$ cat src/rtl/rx_frame_buffer.sv
// Receive frame buffer: collects words of one frame, validates the frame on
// end-of-frame (error, FCS and length checks), then presents it for reading
// word by word. A new frame start overwrites any frame still held.
module rx_frame_buffer #(
  parameter int DATA_W    = 8,
  parameter int DEPTH     = 128,
  parameter int FCS_BYTES = 2,
  parameter int SIZE_W    = $clog2(DEPTH + 1)
) (
  input  logic              Clk,
  input  logic              Rst,
  input  logic              Rx_ValidFrame,
  input  logic              Rx_WrBuff,
  input  logic [DATA_W-1:0] Rx_Data,
  input  logic              Rx_EoF,
  input  logic              Rx_AbortDetect,
  input  logic              Rx_FrameError,
  input  logic              Rx_FCSen,
  input  logic              Rx_FCSerr,
  input  logic              Rx_RdBuff,
  input  logic              Rx_Drop,
  output logic [DATA_W-1:0] Rx_DataBuffOut,
  output logic              Rx_Ready,
  output logic [SIZE_W-1:0] Rx_FrameSize,
  output logic              Rx_Overflow,
  output logic              Rx_AbortSignal
);

  localparam int AW = (DEPTH > 1) ? $clog2(DEPTH) : 1;

  typedef enum logic [1:0] {
    IDLE  = 2'd0,
    FILL  = 2'd1,
    READY = 2'd2,
    DRAIN = 2'd3
  } state_t;

  state_t            state_q;
  logic [SIZE_W-1:0] cnt_q;
  logic [SIZE_W-1:0] rd_idx_q;
  logic [SIZE_W-1:0] size_q;
  logic              ready_q;
  logic              ovf_q;
  logic              abort_q;
  logic [DATA_W-1:0] dout_q;
  logic [DATA_W-1:0] mem_q [DEPTH];

  logic              wr_valid;
  logic              frame_start;
  logic              store;
  logic              ovf_hit;
  logic [AW-1:0]     store_idx;
  logic [SIZE_W-1:0] cnt_d;
  logic [SIZE_W-1:0] size_d;
  logic              ovf_d;
  logic              bad_frame;
  logic              holding;
  logic              rd_ok;
  logic              rd_last;

  // Write qualification, next count/overflow and end-of-frame verdict.
  always_comb begin
    wr_valid    = Rx_WrBuff & Rx_ValidFrame;
    frame_start = wr_valid & (state_q != FILL);
    store       = 1'b0;
    ovf_hit     = 1'b0;
    store_idx   = '0;
    cnt_d       = cnt_q;
    if (frame_start) begin
      // A new frame always lands at index 0, whatever was held before.
      store = 1'b1;
      cnt_d = {{(SIZE_W-1){1'b0}}, 1'b1};
    end else if ((state_q == FILL) && wr_valid && !Rx_AbortDetect) begin
      if (cnt_q < SIZE_W'(DEPTH)) begin
        store     = 1'b1;
        store_idx = cnt_q[AW-1:0];
        cnt_d     = cnt_q + {{(SIZE_W-1){1'b0}}, 1'b1};
      end else begin
        ovf_hit = 1'b1;
      end
    end else begin
      store = 1'b0;
    end
    ovf_d     = frame_start ? 1'b0 : (ovf_q | ovf_hit);
    // The word written alongside EoF is already counted in cnt_d.
    bad_frame = Rx_FrameError | (Rx_FCSen & Rx_FCSerr) |
                (Rx_FCSen & (cnt_d <= SIZE_W'(FCS_BYTES)));
    if (Rx_FCSen && !ovf_d) begin
      size_d = cnt_d - SIZE_W'(FCS_BYTES);
    end else begin
      size_d = cnt_d;
    end
    holding = (state_q == READY) || (state_q == DRAIN);
    rd_ok   = rd_idx_q < size_q;
    rd_last = rd_idx_q == (size_q - {{(SIZE_W-1){1'b0}}, 1'b1});
  end

  // Frame storage; contents survive reset, only the pointers are cleared.
  always_ff @(posedge Clk) begin
    if (store) begin
      mem_q[store_idx] <= Rx_Data;
    end
  end

  // Frame state machine with all status outputs registered.
  always_ff @(posedge Clk or posedge Rst) begin
    if (Rst) begin
      state_q  <= IDLE;
      cnt_q    <= '0;
      rd_idx_q <= '0;
      size_q   <= '0;
      ready_q  <= 1'b0;
      ovf_q    <= 1'b0;
      abort_q  <= 1'b0;
      dout_q   <= '0;
    end else begin
      abort_q <= 1'b0;
      if (frame_start) begin
        // Covers IDLE and overwriting a frame still held in READY/DRAIN.
        state_q  <= FILL;
        cnt_q    <= cnt_d;
        rd_idx_q <= '0;
        size_q   <= '0;
        ready_q  <= 1'b0;
        ovf_q    <= 1'b0;
      end else begin
        case (state_q)
          IDLE: begin
            // Past the end of any drained frame: reads yield zero.
            if (Rx_RdBuff) begin
              dout_q <= '0;
            end
          end
          FILL: begin
            if (Rx_AbortDetect) begin
              state_q <= IDLE;
              cnt_q   <= '0;
              abort_q <= 1'b1;
            end else if (Rx_EoF) begin
              ovf_q <= ovf_d;
              if (bad_frame) begin
                state_q <= IDLE;
                cnt_q   <= '0;
              end else begin
                state_q  <= READY;
                cnt_q    <= cnt_d;
                size_q   <= size_d;
                rd_idx_q <= '0;
                ready_q  <= 1'b1;
              end
            end else begin
              cnt_q <= cnt_d;
              ovf_q <= ovf_d;
            end
          end
          READY, DRAIN: begin
            if (Rx_Drop) begin
              state_q  <= IDLE;
              cnt_q    <= '0;
              rd_idx_q <= '0;
              ready_q  <= 1'b0;
            end else if (Rx_RdBuff && holding) begin
              if (rd_ok) begin
                dout_q   <= mem_q[rd_idx_q[AW-1:0]];
                rd_idx_q <= rd_idx_q + {{(SIZE_W-1){1'b0}}, 1'b1};
                if (rd_last) begin
                  state_q <= IDLE;
                  ready_q <= 1'b0;
                end else begin
                  state_q <= DRAIN;
                end
              end else begin
                dout_q <= '0;
              end
            end
          end
          default: state_q <= IDLE;
        endcase
      end
    end
  end

  assign Rx_DataBuffOut = dout_q;
  assign Rx_Ready       = ready_q;
  assign Rx_FrameSize   = size_q;
  assign Rx_Overflow    = ovf_q;
  assign Rx_AbortSignal = abort_q;

endmodule

$ cat config.mk
export PLATFORM = sky130hd
export DESIGN_NAME = rx_frame_buffer
export DESIGN_NICKNAME = d
export VERILOG_FILES = /design/src/rtl/rx_frame_buffer.sv
export SDC_FILE = /design/constraint.sdc
export NUM_CORES = 1
export LEC_CHECK = 0
export CORE_ASPECT_RATIO = 1.4
export CORE_MARGIN = 1.5
export CORE_UTILIZATION = 45
export CTS_BUF_LIST = sky130_fd_sc_hd__clkbuf_4 sky130_fd_sc_hd__clkbuf_8
export DETAILED_ROUTE_END_ITERATION = 6
export GPL_TIMING_DRIVEN = 0
export SLEW_MARGIN = 20
export SYNTH_ARGS = -nofsm -noshare
export SYNTH_HDL_FRONTEND = slang
export SYNTH_SLANG_ARGS = --single-unit
$ cat constraint.sdc
create_clock -name Clk -period 2.8 [get_ports Clk]
set_clock_uncertainty 0.1 [all_clocks]
set_input_delay 0.42 -clock Clk [delete_from_list [all_inputs] [get_ports Clk]]
set_output_delay 0.42 -clock Clk [all_outputs]
set_load 0.05 [all_outputs]
# After elaboration in Yosys (flattened, before gate mapping)
# Memory sizes are Yosys's and may differ from the RTL's.
# Index checks and enable logic that the tools add are counted.
dict set report totals {
  regBits 37
  latchBits 0
  ramBits 1024
  rom_bits 0
  input_bits 19
  out_inout_bits 19
  word_cells 126
  mem_count 1
}
dict set report op_classes {
  n_addsub 4
  mul 0
  n_div 0
  magnitude_cmp 3
  eq_ne 18
  shifts 0
  n_mux 64
  n_bitwise 8
  n_reduce_logical 20
}
# memory words word_bits rd rd_clocked_by_memory_dff wr line_no
set mem_list {}
lappend mem_list {mem_q 128 8 1 0 1 46} ;# logic [DATA_W-1:0] mem_q [DEPTH];
# op n
set op_table {}
lappend op_table {{two-way mux 8 bit} 25}
lappend op_table {{case mux 8 bit (2 select lines)} 3}
lappend op_table {{two-way mux 1 bit} 23}
lappend op_table {{two-way mux 7 bit} 3}
lappend op_table {{adder 8 x 1 -> 8 bit (second input constant)} 2}
lappend op_table {{two-way mux 2 bit} 8}
lappend op_table {{inequality test 4 bit (second input constant)} 4}
lappend op_table {{inequality test 3 bit (second input constant)} 4}
lappend op_table {{== test 8 bit} 1}
lappend op_table {{less-or-equal comparator 8 x 2 -> 1 bit (second input constant)} 1}
lappend op_table {{< comparator 8 bit} 1}
lappend op_table {{< comparator 8 bit (second input constant)} 1}
lappend op_table {{inequality test 2 bit (second input constant)} 4}
lappend op_table {{AND reduction 4 bit} 2}
lappend op_table {{subtractor 8 x 1 -> 8 bit (second input constant)} 1}
lappend op_table {{subtractor 8 x 2 -> 8 bit (second input constant)} 1}
lappend op_table {{AND reduction 7 bit} 1}
lappend op_table {{AND reduction 6 bit} 1}
lappend op_table {{nonzero test 2 bit} 3}
lappend op_table {{AND reduction 5 bit} 1}
lappend op_table {{bitwise AND 1 bit} 4}
lappend op_table {{== test 2 bit (second input constant)} 2}
lappend op_table {{logical AND 1 bit} 4}
lappend op_table {{inequality test 2 x 1 -> 1 bit (second input constant)} 2}
lappend op_table {{other kinds (11)} 15}

# Logic depth before layout (Yosys ltp)
# Gate-level depths: netlist of run 1.
dict set report logic_depth {
  ltp_word 15
  ltp_mapped 14
}

# Worst setup path after synthesis of run 1
# OpenSTA, ideal clock, no wires.
dict set report synth_timing {
  path_kind {register to register}
  start {register size_q[5], in the netlist Rx_FrameSize[5]}
  end {register dout_q[0], in the netlist Rx_DataBuffOut[0]}
  setup_time_ps 83
  t_arrival_ps 2630
  slack_ps -13
  stages_incl_launch_ff 10
  n_path_buf 1
  cell_sequence {dfrtp_1 -> inv_1 -> ha_1 -> or4_1 -> o221ai_1 -> nand3_1 -> nor2_1 -> clkbuf_1 -> nand4_1 -> o21ai_0}
}
dict set report synth_via {
  elab_chain_len 5
}
# element line_no
set synth_lines {}
lappend synth_lines {{start, declared} 41} ;# logic [SIZE_W-1:0] size_q;
lappend synth_lines {{start signal, assigned} 147} ;# size_q <= size_d;
lappend synth_lines {{< comparator 8 bit} 94} ;# rd_ok = rd_idx_q < size_q;
lappend synth_lines {{two-way mux 8 bit} 163} ;# if (rd_ok) begin
lappend synth_lines {{two-way mux 8 bit} 162} ;# end else if (Rx_RdBuff && holding) begin
lappend synth_lines {{two-way mux 8 bit} 157} ;# if (Rx_Drop) begin
lappend synth_lines {{case mux 8 bit (2 select lines)} 127} ;# case (state_q)
lappend synth_lines {{end signal, assigned} 164} ;# dout_q <= mem_q[rd_idx_q[AW-1:0]];
lappend synth_lines {{end, declared} 45} ;# logic [DATA_W-1:0] dout_q;
# No other way between the ends. The select of a mux whose other input is x is not followed.
# A chain may end at the register's enable or synchronous reset.

# Worst setup path in the final report of run 1
dict set report layout_timing {
  start {register state_q[0]}
  end {memory mem_q[35][2] (enable)}
}
dict set report layout_via {
  elab_chain_len 7
  word_cells_on_any_way 11
  cone_classes {eq/ne: 2; mux: 6; bitwise: 1; reduce/logical: 2}
}
# element line_no
set layout_lines {}
lappend layout_lines {{start, declared} 38} ;# state_t state_q;
lappend layout_lines {{start signal, assigned} 108} ;# state_q <= IDLE;
lappend layout_lines {{start signal, assigned} 120} ;# state_q <= FILL;
lappend layout_lines {{start signal, assigned} 136} ;# state_q <= IDLE;
lappend layout_lines {{== test 2 x 1 -> 1 bit} 73} ;# end else if ((state_q == FILL) && wr_valid && !Rx_AbortDetect) begin
lappend layout_lines {{logical AND 1 bit (2 in a row)} 73}
lappend layout_lines {{two-way mux 1 bit} 73}
lappend layout_lines {{two-way mux 1 bit} 69} ;# if (frame_start) begin
lappend layout_lines {{two-way mux 1 bit} 100} ;# if (store) begin
lappend layout_lines {{two-way mux 1 bit (not written as such)} 101} ;# mem_q[store_idx] <= Rx_Data;
lappend layout_lines {{end, declared} 46}
# Several ways; a longest one is shown, not always the timed one.

==> results of run 1 <==
## worst reg2reg max path, stage by stage (launching register included)
cell,delay [ps]
dfrtp_1,520
and4b_1,240
buf_4,160
nand2_2,210
nor3_2,420
nand2_2,440
nor2_4,420
## how the worst min path moves through the flow
stage	from	endpoint	slack [ps]	depth (start not counted)
after floorplan	rd_idx_q[7]$_DFFE_PP0P_	rd_idx_q[7]$_DFFE_PP0P_	400	1
after global placement	rd_idx_q[7]$_DFFE_PP0P_	rd_idx_q[7]$_DFFE_PP0P_	420	1
after detailed placement	Rx_Ready$_DFFE_PP0P_	Rx_Ready$_DFFE_PP0P_	440	2
after CTS	Rx_AbortDetect	Rx_Overflow$_DFFE_PP0P_	10	4
after global routing	Rx_AbortDetect	Rx_Overflow$_DFFE_PP0P_	60	4
final	Rx_AbortDetect	Rx_Overflow$_DFFE_PP0P_	70	4
## per-stage QoR
step,instances,worst slack (ps),setup TNS (ps)
finish,3735,-48.2,-1540
global route,3735,-138,-20800
floorplan,2143,5.86,0
CTS,3706,-550,-58660
detailed placement,3395,-2040,-1390280
global placement,3385,-2700,-3899260
## logic make-up after synthesis
family | Yosys count | synth area share
adder cells (fa/ha/maj) | 13 | 0.00385
AO/OA/AOI/OAI | 200 | 0.0335
buffers and inverters | 134 | 0.0153
XOR/XNOR | 18 | 0.00373
flip-flops | 1061 | 0.749
AND/OR/NAND/NOR | 411 | 0.0464
multiplexers | 306 | 0.148
## power groups by stage
stage	registers, W	logic, W	clock network, W
floorplan	0.0179	0.000507	0
global placement	0.0179	0.00109	0
detailed placement	0.0178	0.00116	0
CTS	0.0175	0.00124	0.0122
global route	0.0175	0.00138	0.0128
finish	0.0175	0.00131	0.0120
## Yosys cell counts (3+ instances only)
master and n:
xor2_1 7, a22oi_1 10, mux2i_1 48, buf_2 22, a211oi_1 23, a21oi_1 33
inv_1 21, a211o_1 3, o221ai_1 5, o32ai_1 6, nand2_1 89, nor2_1 159
nand3_1 25, o211ai_1 3, o22ai_1 48, a31oi_1 9, nor2b_1 27, clkbuf_1 56
a2111oi_0 7, nand4_1 28, buf_4 23, buf_6 4, o21ai_0 27, and3_1 7
nor4_1 9, or4_1 3, dfrtp_1 37, nor3_1 22, ha_1 13, mux4_2 256
buf_1 5, or3_1 9, xnor2_1 11, o311a_1 3, and2_1 6, edfxtp_1 1024
nand2b_1 7
## what timing repair did
action | 4_1_cts | 5_1_grt
hold buffers | 10 | 0
gates resized for setup | 465 | 93
setup buffers | 28 | 31
cloned | 0 | 1
hold endpoints to repair | 423 | 0
endpoints found under the setup margin | 1045 | 980
pin swaps | 17 | 25
## final cells by class
| cell class | count | area share |
|---|---|---|
| Multi-Input combinational cell | 948 | 0.230 |
| Sequential cell | 1061 | 0.631 |
| Antenna cell | 1 | 0.0000498 |
| Inverter | 23 | 0.00177 |
| Timing Repair Buffer | 116 | 0.0299 |
| Clock buffer | 207 | 0.0507 |
| Buffer | 106 | 0.0192 |
| Clock inverter | 67 | 0.00757 |
| Tap cell | 1206 | 0.0300 |
## sequential cells by signal (all words and copies together) (netlist names)
name	cells
Rx_AbortSignal	1
Rx_DataBuffOut	8
Rx_FrameSize	8
Rx_Overflow	1
Rx_Ready	1
cnt_q	8
mem_q	1024
rd_idx_q	8
state_q	2
## per-layer routing
layer | track usage | up-vias | share of wire
li1 | - | 9432 | -
met1 | 0.313 | 12100 | 0.36
met5 | 0 | - | 0
met3 | 0.0532 | 286 | 0.069
met2 | 0.433 | 1020 | 0.52
met4 | 0.127 | 0 | 0.051
==> metrics.txt, run 1 <==
status finished with violations; failing checks setup timing; cell family with most CP delay simple AND/OR/NAND/NOR gates; final worst path period share 1.02; CP Cell Sequence and4b_1 -> buf_4 -> nand2_2 -> nor3_2 -> nand2_2 -> nor2_4; register area share after synthesis 0.749; crit path kind reg -> reg; Distinct cells, synth 73; layout cell share with drive strength beyond 1 0.364; most frequent cells in the layout edfxtp_1 (1,024), mux4_2 (256), clkbuf_8 (167), nor2_4 (118), clkbuf_4 (72); routed wire length 121,000 µm; RSZ-0062 raised after global routing yes; syn_area_per_cell 19.7 µm²; Post-DP HPWL 82,200 µm; top-area cell type share of the netlist area 0.727; leakage 15.4 nW; hold slack 66.9 ps; WP data arrival 3260 ps; slowest library cell on the worst path dfrtp_1; synthesized instance count 2,143; EDFF count, synth 1,024; first-pass GRT wire length 171,000 µm; Crit path required time 3210 ps; final hold viol count 0; CTS max path bufs 3; num rows 132; critical path endpoint mem_q[35][2]$_DFFE_PP_; # DRC 0; # IOs 38; R2R Path End mem_q[35][2]$_DFFE_PP_; Pint 0.0240 W; Worst R2R Path Depth 6; fmax 351 MHz; area leader, netlist edfxtp_1; Starting Density 0.456; CTS buffer count 156; Max VDD drop 0.000398 V; post-synthesis cell area 42,300 µm²; gpl congestion 0.944; FF+latch count, synth 1,061; crit path time final 2850 ps; vias in the first global route 23,600; power per cell area 614 nW/µm²; Ys Warns 0; CTS Sinks 1,061; H-tree depth 4; worst slew pin tran 1040 ps; total gr overflow 0; post-DR vias/cell 6.12; number of cells on the critical path 6; die height 366 µm; DP Area 44,400 µm²; Root Driver clkbuf_8; Buf/Inv on CP 1; DR vias 22,900; Iter 0 DRT Violations 2,486; Multi-input gate area 11,600 µm²; Rel. slew slack 0.304; antenna viol nets, final 0; r2r setup slk -50 ps; CORE AREA 92,800 µm²; largest net degree at the start of global routing 105; Skew-Pair Late Insertion Delay 850 ps; Critical Path Most Common Cell nand2_2; crit-path max cell delay 520 ps; critical path peak fanout 9; Clock Pin Slew Worst Setup and Hold Paths 60 ps; DR pass1 iterations 6; Setup Viol. Count Final 85; top_reg_cell synth edfxtp_1; final core utilization 0.541; Net Sw Power 0.00683 W; Power, Total 0.0308 W; die area 95,800 µm²; CTS tree built; type of the worst min-delay path in -> reg; RR Startpoint state_q[0]$_DFFE_PP0P_; most common cell after layout, fill and taps aside edfxtp_1; Final Worst Setup Slack -48.2 ps; Combinational Power Share 0.042; sequential power share 0.567; Setup crit start state_q[0]$_DFFE_PP0P_; initial antenna violation count 2; Critical Path Source Type register; design area 50,200 µm²; Clock Power Share 0.390; input/output buffers 36; Die Wd 262 µm; fillers 7,126; async set-reset flop share out of synthesis 0.0349; area grow syn2layout 18.8%; Worst setup EP type register; Synth area leaders edfxtp_1 (73%), mux4_2 (14%), dfrtp_1 (2.2%); All-Layer GR Usage 0.257; register area 31,700 µm²; Max-cap violations 0; Synthesized Nets 2,175; switching part of the total 0.222; Max Slew Vio Count 0; mean routed wirelength per cell 32.4 µm; Final nets 2,444
(Power assumes the default switching activity.)
==> run 2: changes to the inputs <==
--- a/config.mk
+++ b/config.mk
@@ -5,12 +5,13 @@
 export SDC_FILE = /design/constraint.sdc
 export NUM_CORES = 1
 export LEC_CHECK = 0
-export CORE_ASPECT_RATIO = 1.4
+export CORE_ASPECT_RATIO = 2
 export CORE_MARGIN = 1.5
 export CORE_UTILIZATION = 45
 export CTS_BUF_LIST = sky130_fd_sc_hd__clkbuf_4 sky130_fd_sc_hd__clkbuf_8
 export DETAILED_ROUTE_END_ITERATION = 6
 export GPL_TIMING_DRIVEN = 0
+export PLACE_DENSITY = 0.68
 export SLEW_MARGIN = 20
 export SYNTH_ARGS = -nofsm -noshare
 export SYNTH_HDL_FRONTEND = slang
==> metrics.txt, run 2 (synthesis results as in run 1) <==
post-DR vias/cell 6.20 (+1.3%); Buf/Inv on CP 1 (unchanged); antenna viol nets, final 0 (unchanged); Power, Total 0.0306 W (-0.77%); final worst path period share 1.01 (-0.00853); CTS tree built; critical path peak fanout 9 (unchanged); Root Driver clkbuf_8; DR pass1 iterations 6 (unchanged); most frequent cells in the layout edfxtp_1 (1,024), mux4_2 (256), clkbuf_8 (153), nor2_4 (122), nand2_1 (72); Iter 0 DRT Violations 2,294 (-7.7%); Net Sw Power 0.00671 W (-1.9%); Setup Viol. Count Final 57 (-33%); RSZ-0062 raised after global routing yes; status finished with violations; H-tree depth 4 (unchanged); hold slack 360 ps (+293 ps); fmax 354 MHz (+0.85%); slowest library cell on the worst path a21boi_1; total gr overflow 0 (unchanged); crit-path max cell delay 610 ps (+90 ps); Setup crit start state_q[1]$_DFFE_PP0P_; Max-cap violations 0 (unchanged); most common cell after layout, fill and taps aside edfxtp_1; Crit path required time 3180 ps (-30 ps); crit path time final 2820 ps (-23.9 ps); area grow syn2layout 18.8% (about the same); gpl congestion 1.01 (+6.6%); met2 wire len 65,100 µm (+4.2%); Post-DP HPWL 85,000 µm (+3.5%); CTS buffer count 136 (-13%); crit path kind reg -> reg; Worst setup EP type register; Combinational Power Share 0.043 (about the same); Max VDD drop 0.000471 V (+18%); mean routed wirelength per cell 33.4 µm (+2.8%); All-Layer GR Usage 0.262 (+0.00471); switching part of the total 0.219 (-0.00250); Rel. slew slack 0.246 (-0.0583); vias in the first global route 24,000 (+1.5%); Final nets 2,410 (-1.4%); Clock Power Share 0.385 (-0.005); Top Layer Used met4; worst slew pin tran 1130 ps (+87.4 ps); Starting Density 0.455 (-0.000466); DR vias 22,800 (-0.061%); CP Cell Sequence buf_2 -> nand2b_1 -> nand3_1 -> a21boi_1 -> nand2_4 -> nor2_4; Final Worst Setup Slack -24.3 ps (+23.9 ps); # DRC 0 (unchanged); Skew-Pair Late Insertion Delay 810 ps (-40 ps); die height 437 µm (+19%); WP data arrival 3200 ps (-60 ps); fillers 6,971 (-2.2%); Met1 Routed Length 37,400 µm (-15%); max reg flops 1,024 (unchanged); first-pass GRT wire length 173,000 µm (+1.4%); cell family with most CP delay simple AND/OR/NAND/NOR gates; power per cell area 609 nW/µm² (-0.74%); input/output buffers 36 (unchanged); Critical Path Source Type register; Pint 0.0239 W (-0.45%); CORE AREA 92,900 µm² (+0.10%); final core utilization 0.541 (-0.000716); CTS Sinks 1,061 (unchanged); largest register by flop count mem_q; die area 95,900 µm² (about the same); failing checks setup timing; setup slack at placement -1690 ps (+344 ps); initial antenna violation count 2 (unchanged); CTS max path bufs 3 (unchanged); num rows 158 (+20%); RR Startpoint state_q[1]$_DFFE_PP0P_; sequential power share 0.571 (+0.004); layout cell share with drive strength beyond 1 0.369 (+0.00513); # IOs 38 (unchanged); met3 wire len 8060 µm (-4.0%); Die Wd 220 µm (-16%); final hold viol count 0 (unchanged); type of the worst min-delay path in -> async; largest net degree at the start of global routing 105 (unchanged); Setup TNS -581 ps (+958 ps); Clock Pin Slew Worst Setup and Hold Paths 70 ps (about the same); Max Slew Vio Count 0 (unchanged); leakage 15.3 nW (-0.98%); routed wire length 123,000 µm (+1.4%)
-- run 2: what timing repair did --
item	in CTS	in global routing
hold buffers	10	0
pin swaps	28	20
buffers inserted	27	17
hold endpoints to repair	274	0
gates resized for setup	542	64
setup endpoints to repair	1049	682
-- run 2: cell type report --
| type | count | area (µm²) | share of cell area |
|---|---|---|---|
| inverter | 23 | 95.1 | 0.00189 |
| clock buffer | 184 | 2240 | 0.0447 |
| timing repair buffer | 102 | 1290 | 0.0258 |
| multi-input combinational | 948 | 11800 | 0.236 |
| sequential | 1061 | 31700 | 0.631 |
| clock inverter | 58 | 538 | 0.0107 |
| buffer | 106 | 1040 | 0.0207 |
| antenna | 1 | 2.50 | 0.0000498 |
| tap | 1200 | 1500 | 0.0299 |
-- run 2: routing by layer --
metal / GRT usage / up-vias
met1: 0.261 / 11900
met3: 0.0480 / 417
met4: 0.219 / 0
met2: 0.464 / 1180
li1: - / 9329
met5: 0 / -
-- run 2: path summary, 6_finish.rpt --
path                                                       to  slack (ps)  cells past startpoint
worst max-delay path                   mem_q[96][4]$_DFFE_PP_         -20                      6
worst min-delay path                     cnt_q[1]$_DFFE_PP0P_         360                      3
worst max register to register         mem_q[96][4]$_DFFE_PP_         -20                      6
worst min register to register  Rx_DataBuffOut[0]$_DFFE_PP0P_         420                      2
max in group asynchronous         Rx_FrameSize[6]$_DFFE_PP0P_        1750                      4
min in group Clk                       state_q[0]$_DFFE_PP0P_         400                      3
-- run 2: power groups by stage --
| stage | Sequential [W] | Clock (W) | Combinational [W] |
|---|---|---|---|
| 3_3_place_gp | 0.0179 | 0 | 0.00108 |
| 2_1_floorplan | 0.0179 | 0 | 0.000507 |
| 3_5_place_dp | 0.0178 | 0 | 0.00116 |
| 4_1_cts | 0.0175 | 0.0119 | 0.00126 |
| 6_report | 0.0175 | 0.0118 | 0.00132 |
| 5_1_grt | 0.0175 | 0.0125 | 0.00138 |
-- run 2: worst min-delay path, cell delays in order --
cell and delay [ps]:
dlygate4sd3_1 530, clkdlybuf4s50_1 460, inv_2 270
-- run 2: per-stage QoR --
| step | instance area, µm² | cells |
|---|---|---|
| floorplan | 42300 | 2143 |
| global placement | 44200 | 3379 |
| detailed placement | 44500 | 3391 |
| CTS | 49700 | 3667 |
| global route | 50200 | 3683 |
| finish | 50200 | 3683 |
==> variant, RTL diff (flow settings as in run 1) <==
Register the output `Rx_Overflow` once more, without a reset; this adds one clock of latency there. The other outputs are not delayed to match.
--- a/src/rtl/rx_frame_buffer.sv
+++ b/src/rtl/rx_frame_buffer.sv
@@ -183,7 +183,9 @@
   assign Rx_DataBuffOut = dout_q;
   assign Rx_Ready       = ready_q;
   assign Rx_FrameSize   = size_q;
-  assign Rx_Overflow    = ovf_q;
+  always_ff @(posedge Clk) begin
+    Rx_Overflow <= ovf_q;
+  end
   assign Rx_AbortSignal = abort_q;
 
 endmodule
Function: not settled (the Yosys comparison gave no result); the edit may change what the design does.
==> variant against run 1 <==
Critical path depth rose by 6; cell count fell by 0.37%; critical path type unchanged; sequential share of layout area rose by 0.19 points; non-clock buffer count fell by 15; worst setup slack improved by 0.064 ns; wire length rose by 0.23%; sequential cell count rose by 1; design area fell by 0.24%; area after synthesis barely moved; maximum frequency rose by 2.3%; total power barely moved; count of clock-buffer cells in the layout fell by 1; largest cell class unchanged.
==> variant: results (changes against run 1) <==
Setup path
The timing startpoint of the critical path was state_q[1] (was state_q[0]). The largest incremental delay on the critical path is 0.36 ns (was 0.52 ns).

Final layout
The number of fill cells came to 7142 (was 7126). The layout net count is 2432 (was 2444).

Yosys
The sequential-to-total area share from yosys stat is 0.749 (about the same). The portion of netlist area occupied by mux cells is 0.148 (about the same). The async set or reset register ratio after synthesis is 0.0348 (was 0.0349). The adder and majority cell fraction of the synthesized area was 0.00384 (was 0.00385). The number of distinct standard cells referenced by the synthesized netlist was 74 (was 73). The area fraction in compound gates after synthesis came to 0.0334 (was 0.0335).

Global route
The global routing usage on met3 was 0.0498 (was 0.0532). The global routing usage on met2 is 0.427 (was 0.433). The global-route wire length before repair is 171000 um (about the same).

The initial antenna violation count is 1 (was 2). The via count of the first global-routing pass is 23.5k (was 23.6k).

Placed design
The placed cell count is 3396 (was 3395). The routability congestion estimate is 0.929 (was 0.944).

Timing
The worst slew margin relative to its limit is 0.295 (was 0.304). The tightest hold margin is 0.270 ns (was 0.0669 ns). The time the worst path needs with I/O delays and setup is 2.78 ns (was 2.85 ns).

Clocking
The insertion delay of the later-clocked pin in the worst-skew pair was 0.87 ns (was 0.85 ns).

Drt
The average vias per placed instance was 6.13 (was 6.12). The count of vias placed by the detailed router is 22.8k (was 22.9k). The post-route met1 wirelength is 43100 um (was 44200 um).

The met3 wirelength from detailed routing is 8770 um (was 8390 um). The wire length after detailed routing came to 121000 um (about the same).

Power
The worst supply voltage drop on vdd came to 0.357 mV (was 0.398 mV). The part of the power in registers was 0.568 (was 0.567).

Min path
The worst hold path class is primary input to async pin (was primary input to flip-flop).

Status
Result of the run: completed (was finished with violations).
[variant: final cells by class]
class / count / area, um2 / area share
Clock buffer: 206 / 2550 / 0.0508
Clock inverter: 68 / 367 / 0.00731
Inverter: 23 / 91.3 / 0.00182
Multi-Input combinational cell: 948 / 11700 / 0.233
Tap cell: 1206 / 1510 / 0.0301
Antenna cell: 1 / 2.50 / 0.0000499
Buffer: 106 / 978 / 0.0195
Timing Repair Buffer: 101 / 1260 / 0.0251
Sequential cell: 1062 / 31700 / 0.632
[variant: cell families (layout without fill, tap and decap cells)]
logic type	count (synthesis)	in the layout
AOI/OAI and AO/OA	200	200
xor gates and xnor gates	18	18
adders and majority gates	13	13
buffers and inverters	134	504
DFF	1062	1062
muxes	306	306
other	0	1
and+or+nand+nor	411	411
[variant: repair_timing]
item	in CTS	in global routing
hold buffers	10	0
endpoints found under the setup margin	1047	954
setup buffers	28	16
pin swaps	23	21
endpoints found under the hold margin	395	0
gates resized for setup	487	100
gates cloned	0	1
